File: src/rtl/sap_1_controller_sequencer.sv
// SAP-1 controller-sequencer front end: T1..T6 ring counter, registered opcode decode, halt.
// Optional single-step gating via RUN/STEP when SAP_1_SINGLE_STEP_EN is defined.
module sap_1_controller_sequencer (
  input  logic       CLK,
  input  logic       CLRbar,
`ifdef SAP_1_SINGLE_STEP_EN
  input  logic       RUN,
  input  logic       STEP,
`endif
  input  logic [3:0] opcode,
  output logic [6:1] ring_counter,
  output logic       LDA,
  output logic       ADD,
  output logic       SUB,
  output logic       OUT,
  output logic       HLT,
  output logic       halted,
  output logic       clk_enable
);

  typedef enum logic [2:0] {
    DEC_NOP,
    DEC_LDA,
    DEC_ADD,
    DEC_SUB,
    DEC_OUT,
    DEC_HLT
  } decode_t;

  localparam logic [6:1] T1 = 6'b000001;
  localparam logic [6:1] T3 = 6'b000100;

  logic [6:1] ring_q;
  logic [6:1] ring_d;
  decode_t    decode_q;
  decode_t    decode_d;
  logic       halted_q;
  logic       halted_d;
  logic       advance;
  logic       ring_is_onehot;

  assign ring_is_onehot = (ring_q != 6'b000000) && ((ring_q & (ring_q - 6'b000001)) == 6'b000000);

`ifdef SAP_1_SINGLE_STEP_EN
  logic step_sync1;
  logic step_sync2;
  logic step_prev;
  logic step_pulse;

  // A synchronized STEP rising edge grants exactly one advance; halt still wins.
  assign step_pulse = step_sync2 & ~step_prev;
  assign advance    = ~halted_q & (RUN | step_pulse);

  always_ff @(negedge CLK or negedge CLRbar) begin
    if (!CLRbar) begin
      step_sync1 <= 1'b0;
      step_sync2 <= 1'b0;
      step_prev  <= 1'b0;
    end else begin
      step_sync1 <= STEP;
      step_sync2 <= step_sync1;
      step_prev  <= step_sync2;
    end
  end
`else
  assign advance = ~halted_q;
`endif

  always_ff @(negedge CLK or negedge CLRbar) begin
    if (!CLRbar) begin
      ring_q   <= T1;
      decode_q <= DEC_NOP;
      halted_q <= 1'b0;
    end else begin
      ring_q   <= ring_d;
      decode_q <= decode_d;
      halted_q <= halted_d;
    end
  end

  // Opcode is captured only on the T3->T4 advance; a corrupt ring recovers to T1.
  always_comb begin
    ring_d   = ring_q;
    decode_d = decode_q;
    halted_d = halted_q;
    if (advance) begin
      if (ring_is_onehot) begin
        ring_d = {ring_q[5:1], ring_q[6]};
      end else begin
        ring_d = T1;
      end
      if (ring_q == T3) begin
        case (opcode)
          4'b0000: decode_d = DEC_LDA;
          4'b0001: decode_d = DEC_ADD;
          4'b0010: decode_d = DEC_SUB;
          4'b1110: decode_d = DEC_OUT;
          4'b1111: decode_d = DEC_HLT;
          default: decode_d = DEC_NOP;
        endcase
        halted_d = (opcode == 4'b1111);
      end
    end
  end

  always_comb begin
    LDA = 1'b0;
    ADD = 1'b0;
    SUB = 1'b0;
    OUT = 1'b0;
    HLT = 1'b0;
    case (decode_q)
      DEC_LDA: LDA = 1'b1;
      DEC_ADD: ADD = 1'b1;
      DEC_SUB: SUB = 1'b1;
      DEC_OUT: OUT = 1'b1;
      DEC_HLT: HLT = 1'b1;
      default: ;
    endcase
    ring_counter = ring_q;
    halted       = halted_q;
    clk_enable   = ~halted_q;
  end

endmodule
File: config.mk
export PLATFORM = sky130hd
export DESIGN_NAME = sap_1_controller_sequencer
export DESIGN_NICKNAME = d
export VERILOG_FILES = /design/src/rtl/sap_1_controller_sequencer.sv
export SDC_FILE = /design/constraint.sdc
export NUM_CORES = 1
export LEC_CHECK = 0
export ABC_AREA = 1
export BUFFER_PORTS_ARGS = -buffer_cell sky130_fd_sc_hd__buf_2
export CAP_MARGIN = 10
export CORE_UTILIZATION = 41
export CTS_CLUSTER_SIZE = 8
export DETAILED_ROUTE_END_ITERATION = 16
export PLACE_DENSITY = 0.69
export REMOVE_ABC_BUFFERS = 1
export SYNTH_ARGS = -nofsm -noshare
export SYNTH_HDL_FRONTEND = slang
export SYNTH_SLANG_ARGS = --single-unit
File: constraint.sdc
create_clock -name CLK -period 1.21 [get_ports CLK]
set_clock_uncertainty 0.2 [all_clocks]
set_input_delay 0.1815 -clock CLK [delete_from_list [all_inputs] [get_ports CLK]]
set_output_delay 0.1815 -clock CLK [all_outputs]
set_load 0.02 [all_outputs]
# Word level (Yosys, flattened, before mapping)
# Cells that the tools add are included.
[totals]
regBits = 10
word_cells = 30
[op_classes]
n_addsub = 1
eq_ne = 10
mux = 9
bitwise = 2
n_reduce_logical = 5
[ops]
columns = ["op", "n"]
rows = [
  ["$pmux 3 s5", 1],
  ["$eq 4x4->1 const B", 2],
  ["$mux 1", 7],
  ["$and 6x6->6", 1],
  ["$eq 3x2->1 const B", 2],
  ["$eq 3x3->1 const B", 2],
  ["$eq 6x3->1 const B", 1],
  ["$logic_not 6->1", 1],
  ["$mux 6", 1],
  ["$reduce_bool 6->1", 1],
  ["$sub 6x1->6 const B", 1],
  ["$eq 4x1->1 const B", 1],
  ["$eq 4x2->1 const B", 1],
  ["$logic_not 4->1", 1],
  ["$eq 3x1->1 const B", 1],
  ["$reduce_and 2->1", 1],
  ["$logic_and 1x1->1", 1],
  ["$not 1->1", 1],
]

# Depth between registers and ports, before layout
[depth]
ltp_word = 5
ltp_mapped = 7
ltp_nobuf = 7

==> impl_results.md <==
- Mapped Area: 584.3 µm²
- Area after DPL: 775.7 µm²
- Drt wl/cell: 11.95 µm
- Seq/Total Area, Yosys: 43.04%
- I/O pins: 19
- Required @ worst endpoint: 0.83 ns
- Leak Pwr: 0.4788 nW
- Largest area contributor in the netlist: dfrtn_1
- Top cells by area, synth: dfrtn_1 39%, nand2_1 14%, o21ai_2 6.0%
- Fraction of layout cells with a size suffix above 1: 60.53%
- Critical path class: reg2out
- Dpl cells: about 120
- Commonest non-fill, non-tap cell in the layout: buf_4
- GRT Residual Overflow: 0
- FILL cells: 97
- DR pass1 iterations: 4
- YS warnings: 0
- CP Max Fanout: 4
- Non-filler cells, final: 129
- Final Max Slew Viols: 0
- Layout area overhead: 67.67%
- WL final: 1.542 mm
- Via count: 621
- Post-synthesis register bit count: 10
- # port buffers: 18
- Largest net degree at the start of global routing: 9
- First-pass GRT wire length: approximately 2.2 mm
- HPWL Detailed: 1.061 mm
- GP Congestion: ~0.78
- GR Util All Layers: 22.22%
- Setup slack after layout: -0.9192 ns
- Residual DRC count: 0
- CP startpoint: decode_q[1]
- Crit start category: register
- Hold Path Class: in2async
- Fin. Hold Viols: 0
- Top cell type's share of synthesized area: 38.54%
- Worst slew pin tran: 0.1721 ns
- CTS Buf Count: 3
- Die span in x: about 40 µm
- Crit end category: output port
- Post-DR vias/cell: ~4.8
- Post-Synthesis Cells: 74
- Clock Latency Late Sink: about 0.31 ns
- Core Area: between 0.001 and 0.0015 mm²
- Final net count: 121
- Worst reg2reg path startpoint: ring_counter[3]
- Failing checks: setup timing
- RSZ-0062 raised after global routing: yes
- Clock Sink Count: 10
- Rows: 13
- Chip height: 39.75 µm
- Clock tree root buffer cell: clkbuf_4
- Count of different cell masters after synthesis: 19
- PwrDens: ~630 mW/mm²
- Vias in the first global route: 539
- Synth Area per Inst: roughly 8 µm²
- Worst IR Drop VDD: 0.5712 mV
- Post-route cell area: 979.7 µm²
- Initial core utilization: 44.35%
- Hold Buf Count CTS: 0
- Max_cap viols: 0
- Routed Antenna Nets: 0
- Initial antenna violation count: 0
- Clock-pin transition on the worst setup and hold timing paths: 0.05 ns
- Final Setup Violations: 23
- Crit path DAT: 1.75 ns
- CTS tree: done
- Die area: roughly 0.0016 mm²
- Most frequent cells in the layout: 20 x buf_4, 19 x nand2_1, 11 x buf_6, 9 x dfrtn_1
- Outcome: complete, but fails checks
- ANT cells: 0
- Clock Path Buffers: 2
- First DRT Iteration DRCs: 13
- Htree depth: 1
- Rel. slew slack: between 80% and 90%
## kinds of logic after synthesis
kind of cell              count (synthesis)  synth area share, %
AOI/OAI and AO/OA                        10                11.13
buffers and inverters                    11                7.708
xor gates and xnor gates                  1                1.499
DFF                                      10                43.04
and+or+nand+nor                          42                36.62
## timing repair
| action | CTS | global route |
|---|---|---|
| buffers inserted | 4 | 5 |
| endpoints found under the setup margin | 23 | 23 |
| pin swaps | 9 | 6 |
| gates cloned | 0 | 0 |
| resized for setup | 37 | 7 |
## through the flow
| stage | hold slack, ns | power, mW | worst slack (ns) | util, % | setup TNS (ns) |
|---|---|---|---|---|---|
| 2_1_floorplan | 0.1823 | 0.3609 | -0.7573 | - | -8.295 |
| 3_3_place_gp | 0.2974 | 0.3825 | -0.5957 | 58.88 | -8.198 |
| 3_5_place_dp | 0.3040 | 0.3842 | -0.6293 | 58.88 | -8.653 |
| 4_1_cts | 0.01051 | 0.6298 | -0.8993 | 70.28 | -11.18 |
| 5_1_grt | 0.003024 | 0.6719 | -0.9620 | 74.36 | -12.48 |
| 6_report | 0.01677 | 0.6171 | -0.9192 | 74.36 | -11.30 |
## cells in the mapped netlist
cell type and instances:
nand2_1 22, dfrtn_1 9, inv_1 9, o21ai_0 6
nor3_1 5, nor2_1 4, o21ai_2 4, nand2_2 3
nor2_2 2, buf_4 1, dfstp_2 1, inv_2 1
nand3_4 1, nand4_1 1, nand4_2 1, nor2_4 1
or2_0 1, or2_2 1, xnor2_1 1
## state kept, by name, indices dropped and copies added, names as in the netlist
register	count
decode_q	3
halted	1
ring_counter	6
## report_power, final
| part | internal (mW) | switching [mW] |
|---|---|---|
| sequential | 0.336 | 0 |
| clock | 0.131 | 0.111 |
| combinational | 0.0202 | 0.0179 |
| total | 0.488 | 0.129 |
## layer usage
layer | GRT usage, % | wire, µm | vias up
li1 | - | - | 313
met2 | 40.16 | 889 | 14
met5 | 0 | 0 | -
met1 | 23.79 | 630 | 294
met4 | 12.93 | 0 | 0
met3 | 3.409 | 22 | 0
## area by class of cell
type	count	area, µm²	area share [%]
clock buffers	4	26.28	2.682
multi-input cells	53	341.6	34.87
well taps	15	18.77	1.916
repair buffers	37	304.0	31.03
flip-flops and latches	10	251.5	25.67
clock inverters	1	3.754	0.3831
inverters	9	33.78	3.448
## final timing paths
path                                   endpoint  slack [ns]  depth (start not counted)
min in group CLK                    decode_q[0]        0.34                          2
worst max-delay path                        SUB       -0.92                          3
max in group asynchronous           decode_q[0]        0.46                          2
worst min-delay path            ring_counter[4]        0.02                          1
worst max register to register  ring_counter[6]       -0.23                          7
worst min register to register      decode_q[0]        0.34                          2
## worst max-delay path, stage by stage (launching register included)
cell and delay (ns):
dfrtn_1 0.48, inv_2 0.07, nor3_2 0.16, buf_4 0.16
No activity file was read; power rests on OpenSTA's default activity.
